File: src/rtl/sram_req_arbiter_pkg.sv
// Shared definitions for the SRAM request arbiter.
//   owner_e     : which master issued a transaction (0 = fetch, 1 = data)
//   mem_size_e  : memory access size encodings
//   mem_cmd_t   : address-phase fields driven onto the memory port
//   inst_cmd()  : builds the fixed-format command for an instruction fetch
package sram_req_arbiter_pkg;

  typedef enum logic {
    OWNER_INST = 1'b0,
    OWNER_DATA = 1'b1
  } owner_e;

  typedef enum logic [1:0] {
    SIZE_BYTE = 2'd0,
    SIZE_HALF = 2'd1,
    SIZE_WORD = 2'd2
  } mem_size_e;

  typedef struct packed {
    logic        wr;
    logic [1:0]  size;
    logic [31:0] addr;
    logic [3:0]  wstrb;
    logic [31:0] wdata;
  } mem_cmd_t;

  // Fetches are always full-word reads.
  function automatic mem_cmd_t inst_cmd(input logic [31:0] addr);
    mem_cmd_t c;
    c.wr    = 1'b0;
    c.size  = SIZE_WORD;
    c.addr  = addr;
    c.wstrb = 4'b0000;
    c.wdata = 32'h0;
    return c;
  endfunction

endpackage

File: src/rtl/sram_req_arbiter_owner_fifo.sv
// In-order tracker of which master owns each accepted-but-unanswered
// memory transaction. One-bit entries, same-cycle push and pop supported.
//   clk, reset  : clock, synchronous active-high reset
//   push        : record push_owner at the tail (ignored when full)
//   push_owner  : owner id of the transaction just accepted
//   pop         : retire the head entry (ignored when empty)
//   head_owner  : owner id of the oldest outstanding transaction
//   count       : number of outstanding entries
//   full, empty : occupancy flags
module sram_req_arbiter_owner_fifo
  import sram_req_arbiter_pkg::*;
#(
  parameter int DEPTH = 4
) (
  input  logic                       clk,
  input  logic                       reset,
  input  logic                       push,
  input  owner_e                     push_owner,
  input  logic                       pop,
  output owner_e                     head_owner,
  output logic [$clog2(DEPTH+1)-1:0] count,
  output logic                       full,
  output logic                       empty
);

  localparam int PTR_W = $clog2(DEPTH);
  localparam int CNT_W = $clog2(DEPTH + 1);

  owner_e             owner_mem [DEPTH];
  logic [PTR_W-1:0]   wr_ptr;
  logic [PTR_W-1:0]   rd_ptr;
  logic               do_push;
  logic               do_pop;

  assign full    = (count == CNT_W'(DEPTH));
  assign empty   = (count == '0);
  assign do_push = push & ~full;
  assign do_pop  = pop & ~empty;

  // Pointers wrap naturally because DEPTH is a power of two.
  // NOTE: sequential state uses non-blocking assignments so every register
  // samples the pre-edge values regardless of statement order.
  always_ff @(posedge clk) begin
    if (reset) begin
      wr_ptr <= '0;
      rd_ptr <= '0;
      count  <= '0;
    end else begin
      if (do_push) wr_ptr <= wr_ptr + 1'b1;
      if (do_pop)  rd_ptr <= rd_ptr + 1'b1;
      if (do_push && !do_pop)      count <= count + 1'b1;
      else if (!do_push && do_pop) count <= count - 1'b1;
    end
  end

  // NOTE: the storage array is deliberately not reset; count/pointers
  // define which entries are valid, so stale contents are never observed.
  always_ff @(posedge clk) begin
    if (do_push) owner_mem[wr_ptr] <= push_owner;
  end

  assign head_owner = owner_mem[rd_ptr];

endmodule

File: src/rtl/sram_req_arbiter.sv
// Shares one SRAM-like memory port between the instruction-fetch master
// (read-only) and the data master (load/store). Arbitrates address phases,
// holds a grant until its address phase is accepted, tracks outstanding
// transactions in order, and routes each response to its issuer.
//   clk, reset        : clock, synchronous active-high reset
//   inst_*            : fetch master request / address-ok / response
//   data_*            : data master request / address-ok / response
//   mem_*             : memory port request and response
//   proto_err         : sticky, response seen with nothing outstanding
module sram_req_arbiter
  import sram_req_arbiter_pkg::*;
#(
  parameter int MAX_OUTSTANDING = 4,
  parameter int STARVE_LIMIT    = 4
) (
  input  logic        clk,
  input  logic        reset,
  input  logic        inst_req,
  input  logic [31:0] inst_addr,
  output logic        inst_addr_ok,
  output logic        inst_data_ok,
  output logic [31:0] inst_rdata,
  input  logic        data_req,
  input  logic        data_wr,
  input  logic [1:0]  data_size,
  input  logic [31:0] data_addr,
  input  logic [3:0]  data_wstrb,
  input  logic [31:0] data_wdata,
  output logic        data_addr_ok,
  output logic        data_data_ok,
  output logic [31:0] data_rdata,
  output logic        mem_req,
  output logic        mem_wr,
  output logic [1:0]  mem_size,
  output logic [31:0] mem_addr,
  output logic [3:0]  mem_wstrb,
  output logic [31:0] mem_wdata,
  input  logic        mem_addr_ok,
  input  logic        mem_data_ok,
  input  logic [31:0] mem_rdata,
  output logic        proto_err
);

  localparam int CNT_W    = $clog2(MAX_OUTSTANDING + 1);
  localparam int STARVE_W = $clog2(STARVE_LIMIT + 1);

  logic                lock_valid;
  owner_e              lock_owner;
  logic [STARVE_W-1:0] starve_cnt;
  logic                grant_valid;
  owner_e              grant_owner;
  logic                starve_force;
  logic                accept;
  logic                resp_pop;
  owner_e              head_owner;
  logic [CNT_W-1:0]    fifo_count;
  logic                fifo_full;
  logic                fifo_empty;
  mem_cmd_t            cmd;

  // Fetch has waited through STARVE_LIMIT data grants: it wins this time.
  assign starve_force = inst_req && (starve_cnt == STARVE_W'(STARVE_LIMIT));

  // NOTE: every always_comb output gets a default first so no path leaves
  // it unassigned, which would otherwise infer a latch.
  always_comb begin
    grant_valid = 1'b0;
    grant_owner = OWNER_INST;
    if (lock_valid) begin
      // A stalled address phase keeps its owner until memory takes it.
      grant_owner = lock_owner;
      grant_valid = (lock_owner == OWNER_DATA) ? data_req : inst_req;
    end else if (data_req && !starve_force) begin
      grant_valid = 1'b1;
      grant_owner = OWNER_DATA;
    end else if (inst_req) begin
      grant_valid = 1'b1;
      grant_owner = OWNER_INST;
    end
  end

  // No issue while the tracker is full; the slot freed by a response only
  // becomes usable on the following cycle.
  assign mem_req = grant_valid & ~fifo_full;

  always_comb begin
    cmd = '0;
    if (mem_req) begin
      if (grant_owner == OWNER_DATA) begin
        cmd = '{wr: data_wr, size: data_size, addr: data_addr,
                wstrb: data_wstrb, wdata: data_wdata};
      end else begin
        cmd = inst_cmd(inst_addr);
      end
    end
  end

  assign mem_wr    = cmd.wr;
  assign mem_size  = cmd.size;
  assign mem_addr  = cmd.addr;
  assign mem_wstrb = cmd.wstrb;
  assign mem_wdata = cmd.wdata;

  assign accept       = mem_req & mem_addr_ok;
  assign inst_addr_ok = accept & (grant_owner == OWNER_INST);
  assign data_addr_ok = accept & (grant_owner == OWNER_DATA);

  // A response with nothing outstanding is not routed anywhere.
  assign resp_pop     = mem_data_ok & ~fifo_empty;
  assign inst_data_ok = resp_pop & (head_owner == OWNER_INST);
  assign data_data_ok = resp_pop & (head_owner == OWNER_DATA);
  assign inst_rdata   = inst_data_ok ? mem_rdata : 32'h0;
  assign data_rdata   = data_data_ok ? mem_rdata : 32'h0;

  sram_req_arbiter_owner_fifo #(
    .DEPTH (MAX_OUTSTANDING)
  ) u_owner_fifo (
    .clk        (clk),
    .reset      (reset),
    .push       (accept),
    .push_owner (grant_owner),
    .pop        (resp_pop),
    .head_owner (head_owner),
    .count      (fifo_count),
    .full       (fifo_full),
    .empty      (fifo_empty)
  );

  always_ff @(posedge clk) begin
    if (reset) begin
      lock_valid <= 1'b0;
      lock_owner <= OWNER_INST;
      starve_cnt <= '0;
      proto_err  <= 1'b0;
    end else begin
      // Lock on a stalled address phase, release on the accepting edge.
      lock_valid <= mem_req & ~mem_addr_ok;
      lock_owner <= grant_owner;

      if (mem_data_ok && fifo_empty) proto_err <= 1'b1;

      if (!inst_req || inst_addr_ok) begin
        starve_cnt <= '0;
      end else if (data_addr_ok && (starve_cnt != STARVE_W'(STARVE_LIMIT))) begin
        starve_cnt <= starve_cnt + 1'b1;
      end
    end
  end

  // Occupancy flag and count must always agree.
  always_ff @(posedge clk) begin
    if (!reset) begin
      assert (fifo_full == (fifo_count == CNT_W'(MAX_OUTSTANDING)));
    end
  end

endmodule

File: config.mk
export PLATFORM = sky130hd
export DESIGN_NAME = sram_req_arbiter
export DESIGN_NICKNAME = d
export VERILOG_FILES = /design/src/rtl/sram_req_arbiter_pkg.sv /design/src/rtl/sram_req_arbiter_owner_fifo.sv /design/src/rtl/sram_req_arbiter.sv
export SDC_FILE = /design/constraint.sdc
export NUM_CORES = 1
export LEC_CHECK = 0
export ABC_CLOCK_PERIOD_IN_PS = 2000
export BUFFER_PORTS_ARGS = -buffer_cell sky130_fd_sc_hd__buf_2
export CAP_MARGIN = 40
export CORE_AREA = 2 2 109 111
export DETAILED_ROUTE_END_ITERATION = 8
export DIE_AREA = 0 0 111 113
export SLEW_MARGIN = 20
export SYNTH_ARGS = -nofsm -noshare
export SYNTH_HDL_FRONTEND = slang
export SYNTH_SLANG_ARGS = --single-unit
File: constraint.sdc
create_clock -name clk -period 2 [get_ports clk]
set_input_delay 0.2 -clock clk [delete_from_list [all_inputs] [get_ports clk]]
set_output_delay 0.2 -clock clk [all_outputs]
set_load 0.02 [all_outputs]
# --- Yosys cells after proc, flatten, opt, wreduce, memory -nomap -nowiden ---
# Memory sizes are Yosys's and may differ from the RTL's. A register that Yosys moved wholly into a read port is not among the register bits.
# Index checks and enable logic that the tools add are counted.
word_totals:
  in_bits: 141
  mem_count: 1
  romBits: 0
  ram_bits: 4
  output_inout_bits: 141
  regBits: 13
  latchBits: 0
  wordCells: 61
memory_table:
  columns: ["memory", "words", "width", "read_ports", "rd_ports_with_merged_regs", "wr", "line_no", "rtl"]
  rows:
  - ["u_owner_fifo.owner_mem", 4, 1, 1, 1, 1, "sram_req_arbiter_owner_fifo.sv:29", "owner_e owner_mem [DEPTH];"]
classes:
  mul: 0
  bitwise: 15
  eq_ne: 3
  muxes: 16
  n_addsub: 5
  n_shift: 0
  n_lt_le_gt_ge: 0
  n_reduce_logical: 14
  n_div: 0
ops:
  columns: ["operator", "count"]
  rows:
  - ["$mux W71", 2]
  - ["$mux W32", 2]
  - ["$and A1 B1 Y1", 10]
  - ["$mux W1", 8]
  - ["$add A3 B1 Y3 const B", 2]
  - ["$eq A3 B3 Y1 const B", 2]
  - ["$logic_and A1 B1 Y1", 6]
  - ["$mux W3", 2]
  - ["$not A1 Y1", 5]
  - ["$add A2 B1 Y2 const B", 2]
  - ["$logic_not A1 Y1", 4]
  - ["$mux W2", 2]
  - ["$logic_not A3 Y1", 1]
  - ["$ne A3 B3 Y1 const B", 1]
  - ["$sub A3 B1 Y3 const B", 1]
  - ["$reduce_bool A2 Y1", 1]
  - ["$reduce_or A2 Y1", 1]
  - ["$logic_or A1 B1 Y1", 1]

# --- Depth between registers and ports, before layout ---
# Gate-level depths: netlist of the first run.
depth:
  word_depth: 13
  mapped_depth: 9
  ltp_nobuf: 9

# --- Cells and area by module ---
# Synthesis of the first run repeated with hierarchy kept, for this count alone.
hier_totals:
  hier_cells: 327
  hier_area_um2: 2209.6
by_module_without_submodules:
  columns: ["mod", "seq_area_each_um2", "instances", "cells_each", "area_per_inst_um2"]
  rows:
  - ["sram_req_arbiter", 120.1, 1, 274, 1595.3]
  - ["sram_req_arbiter_owner_fifo", 300.3, 1, 53, 614.3]

# --- Worst setup path after synthesis of the first run ---
# OpenSTA, ideal clock, no wires.
synth_path:
  path_kind: "register -> register"
  from: "register lock_valid"
  to: "register u_owner_fifo.count[2]"
  path_stages_with_launch: 10
  period_less_slack_ns: 2.158
  n_path_buf: 0
  setup_slack_ns: -0.158
  setup_ns: 0.071
  arrival_time_ns: 2.087
  required_time_ns: 1.929
  path_cell_list: "dfxtp_1 -> a21boi_1 -> o2111ai_4 -> inv_6 -> ha_1 -> inv_1 -> fa_1 -> xor2_1 -> or3_1 -> a21oi_1"
synth_via:
  elab_chain_len: 7
  word_cells_on_any_way: 9
  classes_between: "mux (2); bitwise (3); reduce/logical (4)"
synth_rtl:
  columns: ["element", "line_no", "rtl"]
  rows:
  - ["from (decl)", "sram_req_arbiter.sv:47", "logic lock_valid;"]
  - ["from (signal assigned)", "sram_req_arbiter.sv:137", "lock_valid <= mem_req & ~mem_addr_ok;"]
  - ["$mux W1 (*)", "sram_req_arbiter.sv:69", "if (lock_valid) begin"]
  - ["$and A1 B1 Y1 (*)", "sram_req_arbiter.sv:84", "assign mem_req = grant_valid & ~fifo_full;"]
  - ["$and A1 B1 Y1 (*)", "sram_req_arbiter.sv:104", "assign accept = mem_req & mem_addr_ok;"]
  - ["$and A1 B1 Y1 (*)", "sram_req_arbiter_owner_fifo.sv:37", "assign do_push = push & ~full;"]
  - ["named net u_owner_fifo.do_push", "sram_req_arbiter_owner_fifo.sv:32", "logic do_push;"]
  - ["$logic_not A1 Y1", "sram_req_arbiter_owner_fifo.sv:52", "else if (!do_push && do_pop) count <= count - 1'b1;"]
  - ["$logic_and A1 B1 Y1", "sram_req_arbiter_owner_fifo.sv:52", null]
  - ["$reduce_bool A2 Y1 (no source line)", null, null]
  - ["to (signal assigned)", "sram_req_arbiter_owner_fifo.sv:51", "if (do_push && !do_pop) count <= count + 1'b1;"]
  - ["to (signal assigned)", "sram_req_arbiter_owner_fifo.sv:52", null]
  - ["to (decl)", "sram_req_arbiter_owner_fifo.sv:21", "output logic [$clog2(DEPTH+1)-1:0] count,"]
# Mark *: on every way through the listed nets, which the timed path passes. The rest lies on a longest branch.
# A chain may end at the register's enable or synchronous reset.

# --- Final worst setup path of the first run ---
layout_path:
  from: "register starve_cnt[0]"
  to: "output mem_addr[11]"
layout_via:
  elab_chain_len: 8
  word_cells_on_any_way: 11
  classes_between: "eq/ne (1); mux (6); bitwise (1); reduce/logical (3)"
layout_rtl:
  columns: ["element", "line_no", "rtl"]
  rows:
  - ["from (decl)", "sram_req_arbiter.sv:49", "logic [STARVE_W-1:0] starve_cnt;"]
  - ["from (signal assigned)", "sram_req_arbiter.sv:145", "starve_cnt <= starve_cnt + 1'b1;"]
  - ["$eq A3 B3 Y1 (*)", "sram_req_arbiter.sv:62", "assign starve_force = inst_req && (starve_cnt == STARVE_W'(STARVE_LIMIT));"]
  - ["$logic_and A1 B1 Y1 (*)", "sram_req_arbiter.sv:62", null]
  - ["$logic_not A1 Y1 (*)", "sram_req_arbiter.sv:73", "end else if (data_req && !starve_force) begin"]
  - ["$logic_and A1 B1 Y1 (*)", "sram_req_arbiter.sv:73", null]
  - ["$mux W1", "sram_req_arbiter.sv:73", null]
  - ["$mux W1", "sram_req_arbiter.sv:69", null]
  - ["$mux W71 / $and A1 B1 Y1 (equally long branches)", "sram_req_arbiter.sv:89, sram_req_arbiter.sv:84", null]
  - ["$mux W71 (*)", "sram_req_arbiter.sv:88", "if (mem_req) begin"]
  - ["to (decl)", "sram_req_arbiter.sv:35", "output logic [31:0] mem_addr,"]
# Every way passes the cells marked *; elsewhere a longest branch is shown, timed or not.

==> results of run 1 <==
## layer usage
layer / global-route usage / vias to the layer above / wire, um
met1: 0.146 / 1366 / 3600
li1: - / 1577 / -
met2: 0.272 / 185 / 5360
met4: 0.0400 / 2 / 269
met3: 0.0386 / 22 / 847
met5: 0 / - / 19
## worst min path at each step
stage                start    endpoint  slack, ns  cells past startpoint
2_1_floorplan        reset  lock_valid       0.27                      1
3_3_place_gp   mem_addr_ok  lock_valid       0.44                      2
3_5_place_dp   mem_addr_ok  lock_valid       0.45                      2
4_1_cts        mem_addr_ok  lock_valid       0.18                      2
5_1_grt        mem_addr_ok  lock_valid       0.19                      2
6_report       mem_addr_ok  lock_valid       0.18                      2
## cell families after synthesis
kind of cell	count (synthesis)	synth area share
AOI/OAI and AO/OA	45	0.127
muxes	3	0.0200
and+or+nand+nor	203	0.512
adders and majority gates	8	0.0505
xor gates and xnor gates	5	0.0205
DFF	19	0.197
buffers and inverters	29	0.0722
## stage by stage
step | TNS (ns) | power [mW]
after floorplan | 0 | 2.18
after global placement | 0 | 3.09
after detailed placement | 0 | 3.10
after CTS | -0.419 | 3.77
after global routing | -3.85 | 4.29
final | -0.0333 | 4.03
## synth_stat cells (3+ instances only)
cell type,number,area (um2)
inv_1,7,26.3
buf_2,11,55.1
ha_1,7,87.6
and2_2,4,30.0
nand2_1,69,259
clkbuf_1,5,18.8
a21oi_1,35,175
xor2_1,4,35.0
nor2_1,12,45.0
buf_6,3,33.8
edfxtp_1,4,120
dfxtp_1,15,300
and2_1,102,638
## timing repair
action | CTS | global route
cloned | 3 | 2
gates resized for setup | 66 | 103
setup endpoints to repair | 55 | 115
setup buffers | 8 | 4
pin swaps | 12 | 16
## area by class of cell
type                    instances  area, um2  area share
inverters                       9       51.3      0.0113
well taps                     143        179      0.0393
clock buffers                   3       75.1      0.0165
multi-input cells             264       1820       0.399
flip-flops and latches         19        428      0.0940
clock inverters                 1       5.00     0.00110
repair buffers                309       2000       0.439
## placed cells by master, fill, tap and decap left out, drive strengths merged
cell / count
nand4: 1
xnor2: 1
o22ai: 1
nand2: 69
or3b: 2
o211ai: 2
o21a: 1
clkinv: 3
buf: 307
nand3b: 2
nand2b: 2
nor2b: 2
mux4: 1
xor2: 4
or3: 1
nor2: 13
fa: 1
edfxtp: 4
o21ai: 3
a21boi: 1
mux2i: 2
and4: 1
ha: 7
nand4b: 1
dfxtp: 15
inv: 7
clkbuf: 5
a21oi: 35
nor3: 2
o2bb2ai: 1
and2: 107
o2111ai: 1
## power by group
| group | leakage (nW) | switching, mW | internal (mW) |
|---|---|---|---|
| Combinational | 2.25 | 1.69 | 1.40 |
| Clock | 0.0409 | 0.142 | 0.268 |
| Sequential | 0.161 | 0.0649 | 0.477 |
==> flow_summary.yaml, run 1 <==
run_status:
  status: "finished, violations left"
  violations: "negative setup slack"
floorplanning:
  initial_utilization: 0.189
  die_h_um: 113
  dieArea_um2: 12500
  die_w_um: 111
  num_io_pins: 282
  rows: 39
  coreArea_um2: 11300
critical_path:
  crit_top_cell: "buf_12"
  worstPathArrival_ns: 1.81
  rr_startpoint: "lock_valid"
  critPathLaunch: "starve_cnt[0]"
  rr_endpoint: "u_owner_fifo.count[2]"
  worst-path-buf-inv: 5
  path_cells: "inv_2 > ha_4 > nand4b_1 > o211ai_4 > buf_12 > clkinv_8 > buf_12 > nand2_1 > a21oi_1 > buf_4"
  rrSetupSlack_ns: -0.01
  crit_end: "mem_addr[11]"
  reg2reg_depth: 9
  crit_fanout: 12
  path_delay_family: "buffers and inverters"
  path_depth: 10
  cpPeakStageDelay_ns: 0.33
  worstPathRequired_ns: 1.80
  start_kind: "flop"
  cp-end-kind: "output port"
  crit_slowest_cell: "dfxtp_2"
  crit_type: "flop to output port"
sta:
  max_slew_margin: 0.793
  fmaxAchievable_ghz: 0.496
  fin_ws_ns: -0.0150
  rsz0062_at_grt: "yes"
  final.setup_skew_ns: 0.00404
  hold_ws_ns: 0.183
  fin_crit_ns: 2.01
  fin_crit_sh: 1.01
  drv_slew: 0
  finalHoldViolCount: 0
  setup_viol: 4
  worst_pin_slew_ns: 0.311
logic_synthesis:
  synthFlopType: "dfxtp_1"
  mappedNetlistArea_um2: 2130
  synth_edf_count: 4
  synthArstFlopShare: 0
  syn_nets: 461
  yosysSeqAreaShare: 0.197
  synth.distinct_cells: 39
  syn_inst: 312
  ys_ff_latch: 19
  yosysWarnings: 0
  syn_avg_cell_area_um2: 6.83
placement:
  gp_congestion: 0.860
  place_hpwl_um: 7890
  place_area_um2: 3770
  dpl_worst_slack_ns: 0.0124
  numPortBuffers: 281
  placed_cells: 729
route:
  vias_per_cell: 4.21
  vias: 3152
  wl_per_cell_um: 13.5
  drc: 0
  routed_wirelength_um: 10100
  dr.first_iter.drc_count: 81
  ant_nets: 0
  drtPass1Iterations: 4
cts:
  cts_root_buf: "clkbuf_16"
  cts_tree: "built"
  clock_tree.buffer_depth: 2
  worstSkewPairLatency_ns: 0.25
  clkTransAtPathRegs_ns: 0.05
  cts-buffers-inserted: 3
  ctsHoldBuffers: 0
  cts.sinks: 19
  cts.htree.levels: 1
global_route:
  grt_pass1_wl_um: 14400
  antenna_found_initial: 2
  grt_max_degree: 39
  grt_pass1_vias: 2885
  grt_overflow: 0
  grt_usage: 0.140
finish:
  fin_util: 0.404
  fin_cells: 748
  antenna_cells: 0
  nFillCells: 1153
  nets: 755
  final_layout_size_suffix_gt1_frac: 0.646
  syn_to_final_growth_pct: 114
  stdcell_area_um2: 4550
min_path:
  holdCritPathClass: "input port to flop"
power_and_ir_drop:
  power.density_nw_per_um2: 886
  max-vdd-ir-drop_v: 0.000400
  p_leak_nw: 2.45
job:
  cap_viol_max_count: 0
Note: power is estimated with default switching activity, not from simulation.
==> run 2, diff against run 1 <==
CTS_BUF_LIST = sky130_fd_sc_hd__clkbuf_2 sky130_fd_sc_hd__clkbuf_4 sky130_fd_sc_hd__clkbuf_8   (was not set)
HOLD_SLACK_MARGIN = 0.02   (was not set)
==> run 2 against run 1 <==
  * The run still ends with negative setup slack left
  * Sequential share of layout area down 1.9 points
  * Hold slack got worse by 0.026 ns
  * Core utilization is 11 points higher
  * Highest routed layer unchanged
  * Die area unchanged
  * Design area grew 26%
  * Wire length increased by 36%
  * Critical path type unchanged
  * Largest power group unchanged
==> flow_summary.yaml, run 2 (synthesis gave the netlist of run 1 again) <==
global_route:
  grt_overflow: 0
  grt_pass1_wl_um: 16700
  grt_pass1_vias: 3155
  grt_max_degree: 37
  antenna_found_initial: 3
  grt_usage: 0.166
cts:
  cts_root_buf: "clkbuf_8"
  worstSkewPairLatency_ns: 0.27
  cts.sinks: 19
  cts.htree.levels: 1
  cts-buffers-inserted: 3
  cts_tree: "built"
  ctsHoldBuffers: 0
  clock_tree.buffer_depth: 2
  clkTransAtPathRegs_ns: 0.07
min_path:
  min_delay_worst_endpoint: "lock_valid"
  holdCritPathClass: "input port to flop"
  hold_depth: 2
  min_from: "mem_addr_ok"
sta:
  worst_pin_slew_ns: 0.451
  max_slew_margin: 0.698
  fmaxAchievable_ghz: 0.482
  setup_viol: 62
  fin_crit_sh: 1.04
  hold_ws_ns: 0.157
  drv_slew: 0
  fin_crit_ns: 2.08
  finalHoldViolCount: 0
  final.setup_skew_ns: 0.00615
  rsz0062_at_grt: "yes"
  fin_ws_ns: -0.0766
critical_path:
  crit_fanout: 5
  worstPathRequired_ns: 1.80
  crit_type: "flop to output port"
  rr_endpoint: "u_owner_fifo.count[2]"
  cp-end-kind: "output port"
  worstPathArrival_ns: 1.88
  start_kind: "flop"
  rrSetupSlack_ns: -0.05
  reg2reg_depth: 9
  rr_startpoint: "lock_valid"
run_status:
  violations: "negative setup slack"
  status: "finished, violations left"
route:
  dr.first_iter.drc_count: 93
  vias_per_cell: 4.58
  drc: 0
  wl_per_cell_um: 17.7
  vias: 3547
  drtPass1Iterations: 5
  routed_wirelength_um: 13700
  ant_nets: 0
floorplanning:
  rows: 39
  dieArea_um2: 12500
  coreArea_um2: 11300
  die_w_um: 111
  die_h_um: 113
  initial_utilization: 0.189
  num_io_pins: 282
power_and_ir_drop:
  max-vdd-ir-drop_v: 0.000508
  p_leak_nw: 2.89
  power.density_nw_per_um2: 894
  total_power_mw: 5.13
job:
  cap_viol_max_count: 0
finish:
  mostFrequentLayoutCell: "buf_2"
  final_layout_size_suffix_gt1_frac: 0.819
  nets: 780
  multi_input_area_um2: 2220
  fin_util: 0.509
  final-seq-area_um2: 433
  mostFrequentLayoutCells: "148 x buf_2, 105 x buf_6, 75 x and2_4, 52 x buf_4, 30 x nand2_1"
  syn_to_final_growth_pct: 169
  nFillCells: 994
placement:
  numPortBuffers: 281
  gp_congestion: 0.860
  place_hpwl_um: 7890
  dpl_worst_slack_ns: 0.0124
## run 2: how the worst max path moves through the flow
stage                  startpoint                    end  slack, ns  cells past startpoint
floorplan              lock_valid  u_owner_fifo.count[2]       0.03                      9
global placement       lock_valid  u_owner_fifo.count[2]       0.02                      9
detailed placement       inst_req  u_owner_fifo.count[2]       0.01                     10
CTS                 starve_cnt[1]           mem_addr[16]      -0.05                     10
global route        starve_cnt[0]           mem_addr[11]      -0.16                     10
finish              starve_cnt[1]           mem_addr[11]      -0.08                     10
## run 2: area by class of cell
cell class,count,area share
timing repair buffer,327,0.488
inverter,9,0.00937
tap,143,0.0312
sequential,19,0.0754
clock buffer,3,0.00719
antenna,2,0.000872
multi-input combinational,271,0.387
clock inverter,1,0.000872
## run 2: what timing repair did
item                       in CTS  in global routing
hold endpoints to repair        0                  0
gates cloned                   13                 10
pin swaps                      30                 70
buffers inserted               13                  6
gates resized for setup       110                337
setup endpoints to repair      69                137
## run 2: metal layers
layer / up-vias / share of wire / GRT usage
met5: - / 0.00088 / 0
met3: 47 / 0.074 / 0.0428
met2: 220 / 0.56 / 0.335
met1: 1629 / 0.32 / 0.165
met4: 2 / 0.042 / 0.0517
li1: 1649 / - / -
## run 2: power by group
group	total [mW]	switching, mW	internal [mW]
Clock	0.273	0.134	0.139
Combinational	4.31	2.09	2.23
Sequential	0.543	0.0597	0.483
Total	5.13	2.28	2.85
## run 2: worst max-delay path: stages (launching register included)
cell      delay (ns)
dfxtp_2         0.33
inv_2           0.07
ha_4            0.14
nand4b_1        0.18
o211ai_4        0.16
buf_6           0.16
buf_12          0.11
buf_16          0.13
nand2_1         0.07
a21oi_2         0.11
buf_4           0.15
## run 2: metrics by stage
stage	std cells	instance area, um2	setup TNS (ns)
finish	775	5740	-1.54
global placement	729	3770	0
CTS	758	4470	-0.847
detailed placement	729	3770	0
floorplan	312	2160	0
global route	774	5740	-7.94
